===== src/rtl/maze_dfs_if.sv =====
// Bundle of the solver's request, memory and path-stream signals.
// Handshake: a path beat transfers on a rising clk edge where path_valid and
// path_ready are both 1; while path_valid=1 and path_ready=0 the producer holds
// path_row/path_col stable and keeps path_valid high; the consumer may change
// path_ready freely. mem_rdata answers a mem_rd strobe one cycle later.
interface maze_dfs_if #(
    parameter int ROW_W = 4,
    parameter int COL_W = 4
);
    logic                   start;
    logic [ROW_W-1:0]       src_row;
    logic [COL_W-1:0]       src_col;
    logic [ROW_W-1:0]       tgt_row;
    logic [COL_W-1:0]       tgt_col;
    logic [ROW_W+COL_W-1:0] mem_addr;
    logic                   mem_rd;
    logic                   mem_wr;
    logic                   mem_rdata;
    logic                   path_valid;
    logic                   path_ready;
    logic [ROW_W-1:0]       path_row;
    logic [COL_W-1:0]       path_col;
    logic                   busy;
    logic                   done;
    logic                   fail;
    logic                   ovf;
    logic [ROW_W+COL_W:0]   path_len;

    modport master (
        output start, src_row, src_col, tgt_row, tgt_col, mem_rdata, path_ready,
        input  mem_addr, mem_rd, mem_wr, path_valid, path_row, path_col,
        input  busy, done, fail, ovf, path_len
    );

    modport slave (
        input  start, src_row, src_col, tgt_row, tgt_col, mem_rdata, path_ready,
        output mem_addr, mem_rd, mem_wr, path_valid, path_row, path_col,
        output busy, done, fail, ovf, path_len
    );
endinterface


===== src/rtl/maze_dfs_ctrl.sv =====
// Depth-first maze solver: walks a 2-D grid stored in an external 1-bit
// memory (1 = wall or visited), marks cells as it enters them, keeps the
// current path on an internal stack and streams it out source-first.
module maze_dfs_ctrl #(
    parameter int ROW_W       = 4,
    parameter int COL_W       = 4,
    parameter int STACK_DEPTH = 64
) (
    input  logic        clk,
    input  logic        RST,
    maze_dfs_if.slave   bus,
    output logic [3:0]  dbg_state
);
    localparam int AW    = ROW_W + COL_W;
    localparam int LEN_W = AW + 1;
    localparam int SP_W  = $clog2(STACK_DEPTH + 1);
    localparam int IDX_W = (STACK_DEPTH > 1) ? $clog2(STACK_DEPTH) : 1;

    typedef enum logic [3:0] {
        IDLE, INIT, CHECK, WAIT, MOVE, NEXTDIR, BACK, OUT, DONE, FAIL
    } state_t;

    state_t state, state_nx;

    logic [ROW_W-1:0] tgt_row, pos_row, nb_row;
    logic [COL_W-1:0] tgt_col, pos_col, nb_col;
    logic [1:0]       dir;
    logic [SP_W-1:0]  sp, idx;
    logic             ovf_r;
    logic             nb_in, nb_is_tgt, stack_full, beat_xfer;
    logic [IDX_W-1:0] push_i, top_i, out_i;

    logic [ROW_W-1:0] stk_row [STACK_DEPTH];
    logic [COL_W-1:0] stk_col [STACK_DEPTH];
    logic [1:0]       stk_dir [STACK_DEPTH];

    assign push_i     = IDX_W'(sp);
    assign top_i      = IDX_W'(sp - SP_W'(1));
    assign out_i      = IDX_W'(idx);
    assign stack_full = (sp == SP_W'(STACK_DEPTH));
    assign nb_is_tgt  = (nb_row == tgt_row) && (nb_col == tgt_col);
    assign beat_xfer  = (state == OUT) && bus.path_ready;
    assign dbg_state  = state;

    // Neighbour of pos in direction dir; nb_in=0 when it falls off the grid.
    always_comb begin
        nb_row = pos_row;
        nb_col = pos_col;
        nb_in  = 1'b1;
        case (dir)
            2'd0: if (pos_row == '0) nb_in = 1'b0; else nb_row = pos_row - ROW_W'(1);
            2'd1: if (pos_col == '1) nb_in = 1'b0; else nb_col = pos_col + COL_W'(1);
            2'd2: if (pos_row == '1) nb_in = 1'b0; else nb_row = pos_row + ROW_W'(1);
            default: if (pos_col == '0) nb_in = 1'b0; else nb_col = pos_col - COL_W'(1);
        endcase
    end

    // State register.
    always_ff @(posedge clk) begin
        if (RST) state <= IDLE;
        else     state <= state_nx;
    end

    // Next-state decision.
    always_comb begin
        state_nx = state;
        case (state)
            IDLE, DONE, FAIL: if (bus.start) state_nx = INIT;
            INIT:    state_nx = ((pos_row == tgt_row) && (pos_col == tgt_col)) ? OUT : CHECK;
            CHECK:   state_nx = nb_in ? WAIT : NEXTDIR;
            WAIT: begin
                if (bus.mem_rdata)   state_nx = NEXTDIR;
                else if (stack_full) state_nx = FAIL;
                else                 state_nx = MOVE;
            end
            MOVE:    state_nx = nb_is_tgt ? OUT : CHECK;
            NEXTDIR: state_nx = (dir == 2'd3) ? BACK : CHECK;
            BACK:    state_nx = (sp == '0) ? FAIL : NEXTDIR;
            OUT:     if (beat_xfer && (idx == sp)) state_nx = DONE;
            default: state_nx = IDLE;
        endcase
    end

    // Moore outputs decoded from state and registers.
    always_comb begin
        bus.mem_addr   = '0;
        bus.mem_rd     = 1'b0;
        bus.mem_wr     = 1'b0;
        bus.path_valid = 1'b0;
        bus.path_row   = '0;
        bus.path_col   = '0;
        bus.path_len   = '0;
        bus.busy       = !((state == IDLE) || (state == DONE) || (state == FAIL));
        bus.done       = (state == DONE);
        bus.fail       = (state == FAIL);
        bus.ovf        = ovf_r;
        case (state)
            INIT: begin
                bus.mem_wr   = 1'b1;
                bus.mem_addr = {pos_row, pos_col};
            end
            CHECK: begin
                if (nb_in) begin
                    bus.mem_rd   = 1'b1;
                    bus.mem_addr = {nb_row, nb_col};
                end
            end
            MOVE: begin
                bus.mem_wr   = 1'b1;
                bus.mem_addr = {nb_row, nb_col};
            end
            OUT: begin
                bus.path_valid = 1'b1;
                if (idx < sp) begin
                    bus.path_row = stk_row[out_i];
                    bus.path_col = stk_col[out_i];
                end else begin
                    bus.path_row = tgt_row;
                    bus.path_col = tgt_col;
                end
            end
            DONE: bus.path_len = LEN_W'(sp) + LEN_W'(1);
            default: ;
        endcase
    end

    // Position, direction, stack pointer, output index and overflow flag.
    always_ff @(posedge clk) begin
        if (RST) begin
            tgt_row <= '0;
            tgt_col <= '0;
            pos_row <= '0;
            pos_col <= '0;
            dir     <= '0;
            sp      <= '0;
            idx     <= '0;
            ovf_r   <= 1'b0;
        end else begin
            case (state)
                IDLE, DONE, FAIL: begin
                    if (bus.start) begin
                        tgt_row <= bus.tgt_row;
                        tgt_col <= bus.tgt_col;
                        pos_row <= bus.src_row;
                        pos_col <= bus.src_col;
                        dir     <= '0;
                        sp      <= '0;
                        idx     <= '0;
                        ovf_r   <= 1'b0;
                    end
                end
                WAIT: if (!bus.mem_rdata && stack_full) ovf_r <= 1'b1;
                MOVE: begin
                    sp      <= sp + SP_W'(1);
                    pos_row <= nb_row;
                    pos_col <= nb_col;
                    dir     <= '0;
                end
                NEXTDIR: if (dir != 2'd3) dir <= dir + 2'd1;
                BACK: begin
                    if (sp != '0) begin
                        sp      <= sp - SP_W'(1);
                        pos_row <= stk_row[top_i];
                        pos_col <= stk_col[top_i];
                        dir     <= stk_dir[top_i];
                    end
                end
                OUT: if (beat_xfer && (idx != sp)) idx <= idx + SP_W'(1);
                default: ;
            endcase
        end
    end

    // Path stack push; contents need no reset since sp bounds every read.
    always_ff @(posedge clk) begin
        if (!RST && (state == MOVE)) begin
            stk_row[push_i] <= pos_row;
            stk_col[push_i] <= pos_col;
            stk_dir[push_i] <= dir;
        end
    end
endmodule


===== src/flat_wrapper.sv =====
// flat-port wrapper written by rule: the top's interface ports become plain ports
module maze_dfs_ctrl_flat 
#(
    parameter int ROW_W       = 4,
    parameter int COL_W       = 4,
    parameter int STACK_DEPTH = 64
)
  (clk, RST, dbg_state, bus_start, bus_src_row, bus_src_col, bus_tgt_row, bus_tgt_col, bus_mem_rdata, bus_path_ready, bus_mem_addr, bus_mem_rd, bus_mem_wr, bus_path_valid, bus_path_row, bus_path_col, bus_busy, bus_done, bus_fail, bus_ovf, bus_path_len);
  maze_dfs_if #(.ROW_W(ROW_W), .COL_W(COL_W)) bus_i ();
  input  logic clk;
  input  logic RST;
  output logic [3:0] dbg_state;
  input wire logic [$bits(bus_i.start)-1:0] bus_start;
  input wire logic [$bits(bus_i.src_row)-1:0] bus_src_row;
  input wire logic [$bits(bus_i.src_col)-1:0] bus_src_col;
  input wire logic [$bits(bus_i.tgt_row)-1:0] bus_tgt_row;
  input wire logic [$bits(bus_i.tgt_col)-1:0] bus_tgt_col;
  input wire logic [$bits(bus_i.mem_rdata)-1:0] bus_mem_rdata;
  input wire logic [$bits(bus_i.path_ready)-1:0] bus_path_ready;
  output wire logic [$bits(bus_i.mem_addr)-1:0] bus_mem_addr;
  output wire logic [$bits(bus_i.mem_rd)-1:0] bus_mem_rd;
  output wire logic [$bits(bus_i.mem_wr)-1:0] bus_mem_wr;
  output wire logic [$bits(bus_i.path_valid)-1:0] bus_path_valid;
  output wire logic [$bits(bus_i.path_row)-1:0] bus_path_row;
  output wire logic [$bits(bus_i.path_col)-1:0] bus_path_col;
  output wire logic [$bits(bus_i.busy)-1:0] bus_busy;
  output wire logic [$bits(bus_i.done)-1:0] bus_done;
  output wire logic [$bits(bus_i.fail)-1:0] bus_fail;
  output wire logic [$bits(bus_i.ovf)-1:0] bus_ovf;
  output wire logic [$bits(bus_i.path_len)-1:0] bus_path_len;
  assign bus_i.start = bus_start;
  assign bus_i.src_row = bus_src_row;
  assign bus_i.src_col = bus_src_col;
  assign bus_i.tgt_row = bus_tgt_row;
  assign bus_i.tgt_col = bus_tgt_col;
  assign bus_i.mem_rdata = bus_mem_rdata;
  assign bus_i.path_ready = bus_path_ready;
  assign bus_mem_addr = bus_i.mem_addr;
  assign bus_mem_rd = bus_i.mem_rd;
  assign bus_mem_wr = bus_i.mem_wr;
  assign bus_path_valid = bus_i.path_valid;
  assign bus_path_row = bus_i.path_row;
  assign bus_path_col = bus_i.path_col;
  assign bus_busy = bus_i.busy;
  assign bus_done = bus_i.done;
  assign bus_fail = bus_i.fail;
  assign bus_ovf = bus_i.ovf;
  assign bus_path_len = bus_i.path_len;
  maze_dfs_ctrl #(.ROW_W(ROW_W), .COL_W(COL_W), .STACK_DEPTH(STACK_DEPTH)) u_core (.clk(clk), .RST(RST), .bus(bus_i), .dbg_state(dbg_state));
endmodule

===== config.mk =====
export PLATFORM = sky130hd
export DESIGN_NAME = maze_dfs_ctrl_flat
export DESIGN_NICKNAME = d
export VERILOG_FILES = /design/src/rtl/maze_dfs_if.sv /design/src/rtl/maze_dfs_ctrl.sv /design/src/flat_wrapper.sv
export SDC_FILE = /design/constraint.sdc
export NUM_CORES = 1
export LEC_CHECK = 0
export CELL_PAD_IN_SITES_DETAIL_PLACEMENT = 1
export CELL_PAD_IN_SITES_GLOBAL_PLACEMENT = 1
export CORE_ASPECT_RATIO = 0.7
export CORE_MARGIN = 3
export CORE_UTILIZATION = 55
export CTS_BUF_LIST = sky130_fd_sc_hd__clkbuf_4
export CTS_CLUSTER_SIZE = 8
export DETAILED_ROUTE_END_ITERATION = 16
export PLACE_DENSITY_LB_ADDON = 0.1
export RECOVER_POWER = 50
export SLEW_MARGIN = 20
export SYNTH_ARGS = -nofsm -noshare
export SYNTH_HDL_FRONTEND = slang
export SYNTH_SLANG_ARGS = --single-unit

===== constraint.sdc =====
create_clock -name clk -period 8.8 [get_ports clk]
set_input_delay 1.76 -clock clk [delete_from_list [all_inputs] [get_ports clk]]
set_output_delay 1.76 -clock clk [all_outputs]
set_load 0.01 [all_outputs]

-- Word-level counts from Yosys, hierarchy flattened
Memory sizes are Yosys's and may differ from the RTL's. A register that Yosys moved wholly into a read port is not among the register bits.
Index checks and enable logic that the tools add are counted.
- register bits: 37
- memory bits (writable): 640
- bits of input ports: 21
- output and inout bits: 36
- logic and storage cells: 137
- memories: 3
- add/subtract/negate cells: 9
- order comparisons: 1
- equal/unequal tests: 28
- muxes and demuxes: 56
- reduce and logical (&&, ||, !) cells: 31
- memory list (memory ; words ; width ; read ports ; clocked after memory_dff ; wr ports ; line ; RTL):
    u_core.stk_col ; 64 ; 4 ; 2 ; 1 ; 1 ; maze_dfs_ctrl.sv:34 ; logic [COL_W-1:0] stk_col [STACK_DEPTH];
    u_core.stk_row ; 64 ; 4 ; 2 ; 1 ; 1 ; maze_dfs_ctrl.sv:33 ; logic [ROW_W-1:0] stk_row [STACK_DEPTH];
    u_core.stk_dir ; 64 ; 2 ; 1 ; 0 ; 1 ; maze_dfs_ctrl.sv:35 ; logic [1:0] stk_dir [STACK_DEPTH];
- operator list (cell ; number):
    $mux W4 ; 17
    $pmux W4 S8 ; 1
    $mux W6 ; 4
    $pmux W4 S3 ; 2
    $pmux W8 S3 ; 1
    $mux W7 ; 3
    $pmux W7 S3 ; 1
    $eq A4 B3 Y1 const B ; 4
    $eq A4 B4 Y1 ; 4
    $eq A4 B4 Y1 const B ; 4
    $pmux W4 S2 ; 2
    $add A7 B1 Y7 const B ; 2
    $pmux W7 S2 ; 1
    $logic_not A4 Y1 ; 3
    $mux W1 ; 12
    $mux W3 ; 4
    $mux W9 ; 1
    $reduce_and A3 Y1 ; 3
    $add A4 B1 Y4 const B ; 2
    $add A7 B1 Y8 const B ; 1
    $eq A4 B2 Y1 const B ; 2
    $mux W8 ; 1
    $ne A2 B2 Y1 const B ; 4
    $pmux W2 S4 ; 1
    other kinds (27) ; 45

-- Logic depth before layout (Yosys ltp)
- depth after elaboration: 7
- mapped depth: 16
- mapped depth without buffers: 10

-- Worst setup path after synthesis
Ideal clock, no wire load.
- kind: reg-to-output
- start point: reg u_core.pos_row[0]
- end point: out bus_mem_addr[5]
- arrival time: 3.178 ns
- data required time: 7.040 ns
- slack: 3.862 ns
- cell stages (with the launch flop): 12
- cell sequence: dfxtp_1 > clkbuf_1 > inv_1 > ha_1 > or3b_2 > nor2_1 > o21ai_0 > nand2b_1 > or4_1 > inv_1 > nor2_1 > o21ai_0
- word-level cells in the longest chain between the ends: 5
- ends and longest elaborated chain (what ; line ; RTL):
    from (decl) ; maze_dfs_ctrl.sv:25 ; logic [ROW_W-1:0] tgt_row, pos_row, nb_row;
    from (signal assigned) ; maze_dfs_ctrl.sv:144 ; pos_row <= bus.src_row;
    from (signal assigned) ; maze_dfs_ctrl.sv:155 ; pos_row <= nb_row;
    from (signal assigned) ; maze_dfs_ctrl.sv:163 ; pos_row <= stk_row[top_i];
    $add A4 B1 Y4 (tied with other cells) ; maze_dfs_ctrl.sv:53 ; 2'd2: if (pos_row == '1) nb_in = 1'b0; else nb_row = pos_row + ROW_W'(1);
    $mux W4 (tied with other cells) ; maze_dfs_ctrl.sv:53 ;
    $pmux W4 S2 / $pmux W1 S3 (equally long branches) ; maze_dfs_ctrl.sv:50 ; case (dir)
    $mux W8 ; maze_dfs_ctrl.sv:103 ; if (nb_in) begin
    $pmux W8 S3 (*) ; maze_dfs_ctrl.sv:97 ; case (state)
    to (decl) ; flat_wrapper.sv:20 ; output wire logic [$bits(bus_i.mem_addr)-1:0] bus_mem_addr;
Mark *: on every way between the ends. The rest lies on a longest branch, timed or not.

-- Worst setup path after layout
- start point: reg u_core.pos_col[0]
- end point: out bus_mem_addr[3]
- word-level cells in the longest chain between the ends: 5
- ends and longest elaborated chain (what ; line ; RTL):
    from (decl) ; maze_dfs_ctrl.sv:26 ; logic [COL_W-1:0] tgt_col, pos_col, nb_col;
    from (signal assigned) ; maze_dfs_ctrl.sv:145 ; pos_col <= bus.src_col;
    from (signal assigned) ; maze_dfs_ctrl.sv:156 ; pos_col <= nb_col;
    from (signal assigned) ; maze_dfs_ctrl.sv:164 ; pos_col <= stk_col[top_i];
    $sub A4 B1 Y4 (tied with other cells) ; maze_dfs_ctrl.sv:54 ; default: if (pos_col == '0) nb_in = 1'b0; else nb_col = pos_col - COL_W'(1);
    $mux W4 (tied with other cells) ; maze_dfs_ctrl.sv:54 ;
    $pmux W4 S2 / $pmux W1 S3 (equally long branches) ; maze_dfs_ctrl.sv:50 ;
    $mux W8 ; maze_dfs_ctrl.sv:103 ;
    $pmux W8 S3 (*) ; maze_dfs_ctrl.sv:97 ;
Marks and branches as above.

==> metrics.txt <==
Worst path slowest cell dfxtp_1; drt first pass iters 6; Placer Congestion between 0.9 and 1; total track usage 0.3357; post-synth cell types just over 80; cell taking the most area after synthesis edfxtp_1; non-filler instance count after layout between 2000 and 3000; Antenna Nets Post-Route 0; crit path kind register to output pin; Seq pwr share 0.422; outcome finished with violations; Max Transition Viols Final between 300 and 400; CTS clk-pin slew, worst paths 0.07 ns; P_int 6.424 mW; failing checks max-capacitance violations, max-slew violations; Synth warnings 0; CTS hold repair buffers 0; Net Switching ~3.5 mW; # fillers between 4000 and 5000; clock buffer depth 3; Placeable Area about 57000 sq um; # setup viols final 0; antenna violations before repair 4; Clock power frac 0.272; worst vdd ir between 200 and 250 uV; critical path cell sequence buf_4, inv_2, ha_1, nor4bb_1, nand2b_1, or4_1, nand2_1, a22o_2, clkdlybuf4s50_1; Crit. End Element output pin; clock insertion delay at the later pin of the skew report between 0.9 and 1 ns; die area ~61000 sq um; pin count of the biggest net entering global routing between 100 and 150; Fin. Hold Viols 0; Max Cap Viol 5; post-synthesis async set-or-reset flop share 0; power density over cell area around 280 nW/um^2; worst-path fanout max 40; R2R Path Start u_core.sp[0]$_SDFFE_PP0P_; via/cell ratio 7.241; period utilization 0.7993; max frequency 142.2 MHz; IO Count 57; htree depth 4; Worst-Margin Slew approximately 3.3 ns; dpl hpwl around 65000 microns; clock buffer count from CTS about 170; Synthesized Nets 1842; input/output buffers 55; slew margin rel. -1.216; CTS tree built; critical path launch point type register; most frequent cells in the layout edfxtp_1, mux4_2, clkbuf_4, nor2_1, nand2_1; RSZ-0062 raised after global routing false; Comb pwr share 0.306; Iter 0 DRT Violations approximately 3200; Sw Ratio 0.3517; CP Data Arrival Time approximately 5.3 ns; Setup Skew 0.07611 ns; area share of the largest cell type after synthesis 0.5988; post-layout net count between 2000 and 2500; dpl cells ~2500; via count between 20000 and 25000; Area contributors post-synth edfxtp_1, mux4_2, dfxtp_1, nor2_1, nand2_1; sequential fraction of the synthesis area 0.6256; die width roughly 300 microns; Min-Delay Endpoint u_core.bus.ovf$_SDFFE_PP0P_; Worst Reg-to-Reg Cells 8; Largest stage delay, worst path between 1 and 1.5 ns; hold path depth 2; Syn-to-layout area delta 11.17%; PostCTS Resize Cnt 0; DRT Wirelength 101600 microns; crit path time final ~7 ns; Syn Inst Count between 1500 and 2000; worst hold path type register to register; Setup TNS Final 0 ns; Leak 11.05 nW; hold_ws approximately 0.48 ns; Site Rows between 70 and 80; number of flops mapped to enable cells by yosys 640; r2r setup slk 4.02 ns; fraction of layout cells with a size suffix above 1 0.3330; DR WL/cell between 30 and 40 microns; Initial Util 0.5604; Root Driver clkbuf_4; Worst Min Path Start u_core.bus.ovf$_SDFFE_PP0P_; synthesized area per cell about 18 sq um; first-pass GRT wire length 146300 microns; DRC errors left 0; # clock sinks approximately 680; vias in the first global route 20598; Overflow after GRT 0; Yosys reg bits between 600 and 700; critical path data required time ~7 ns; setup bufs post-CTS 0; Synth Cell Area 32100 sq um; dominant synthesized flop cell edfxtp_1; die height between 200 and 250 microns; commonest non-fill, non-tap cell in the layout edfxtp_1; Reg-to-Reg End u_core.pos_col[3]$_SDFFE_PP0P_
power by group through the flow:
stage / registers, mW / clock network [mW] / logic, mW
floorplan: 4.25 / 0 / 1.73
global placement: 4.21 / 0 / 2.86
detailed placement: 4.22 / 0 / 2.95
CTS: 4.15 / 2.74 / 2.96
global route: 4.19 / 2.92 / 3.16
finish: 4.18 / 2.70 / 3.03
cells in the mapped netlist, types with 21 or more instances:
cell type  number
a22o_1         27
o21ai_0        29
nand3_1        35
nand2_1        85
clkbuf_1       40
nor2_1        123
dfxtp_1        43
mux4_2        324
a21oi_1        44
a222oi_1       21
buf_2          41
inv_1          27
edfxtp_1      640
registers in the layout, indices dropped and copies added, names as in the netlist, named ones only:
register / count
u_core.tgt_row: 4
u_core.pos_col: 4
u_core.bus.ovf: 1
u_core.sp: 7
u_core.dbg_state: 4
u_core.dir: 2
u_core.stk_row: 256
u_core.stk_col: 256
u_core.stk_dir: 128
u_core.tgt_col: 4
u_core.pos_row: 4
u_core.idx: 7
routing by layer:
| metal | vias to the layer above | routed length, microns | track usage |
|---|---|---|---|
| li1 | 8011 | - | - |
| met1 | 10687 | 39490 | 0.4954 |
| met2 | 1634 | 45520 | 0.4821 |
| met3 | 229 | 13450 | 0.1018 |
| met4 | 4 | 3123 | 0.1128 |
| met5 | - | 26 | 0 |
worst max path at each step:
stage                                        start         endpoint  slack [ns]  cells past startpoint
global placement                          register  bus_path_col[1]        3.16                      7
finish              u_core.pos_col[0]$_SDFFE_PP0P_  bus_mem_addr[3]        1.77                      9
global route        u_core.pos_col[0]$_SDFFE_PP0P_  bus_mem_addr[4]        1.57                      9
detailed placement                        register  bus_path_col[2]        3.11                      7
floorplan           u_core.pos_row[0]$_SDFFE_PP0P_  bus_mem_addr[5]        3.86                     11
CTS                                       register  bus_path_col[1]        2.10                      7
layout make-up:
| type | instances | area, sq um | area share |
|---|---|---|---|
| well taps | 750 | 938.4 | 0.02630 |
| flip-flops and latches | 683 | 20090 | 0.5631 |
| multi-input cells | 962 | 11330 | 0.3175 |
| inverters | 29 | 108.9 | 0.003051 |
| diodes | 3 | 7.507 | 0.0002104 |
| clock inverters | 47 | 311.5 | 0.008731 |
| repair buffers | 126 | 1091 | 0.03058 |
| clock buffers | 240 | 1802 | 0.05049 |
worst max-delay path: cells and delay by family, from the launching register on:
kind,cells,cell delay (ns)
and+or+nand+nor,4,1.30
buffers and inverters,3,1.27
adders and majority gates,1,0.29
DFF,1,1.23
AOI/OAI and AO/OA,1,0.18
cell families (layout without fill, tap and decap cells):
kind of cell,count (synthesis),in the layout,synth area share
xor+xnor,28,28,0.007875
compound gates,227,227,0.05083
simple gates,354,354,0.05286
fa+ha+maj,19,19,0.007407
other cells,1,4,0.0001168
flops,683,683,0.6256
buf+inv,157,442,0.02507
mux,333,333,0.2302
stage by stage:
step | util | setup WS, ns | area, sq um | total power [mW]
after floorplan | - | 3.862 | 32100 | 5.975
after global placement | 0.5859 | 3.164 | 33550 | 7.075
after detailed placement | 0.5860 | 3.108 | 33560 | 7.166
after CTS | 0.6229 | 2.104 | 35670 | 9.853
after global routing | 0.6230 | 1.567 | 35680 | 10.27
final | 0.6231 | 1.766 | 35680 | 9.909
Power figures use the tool's default switching activity.
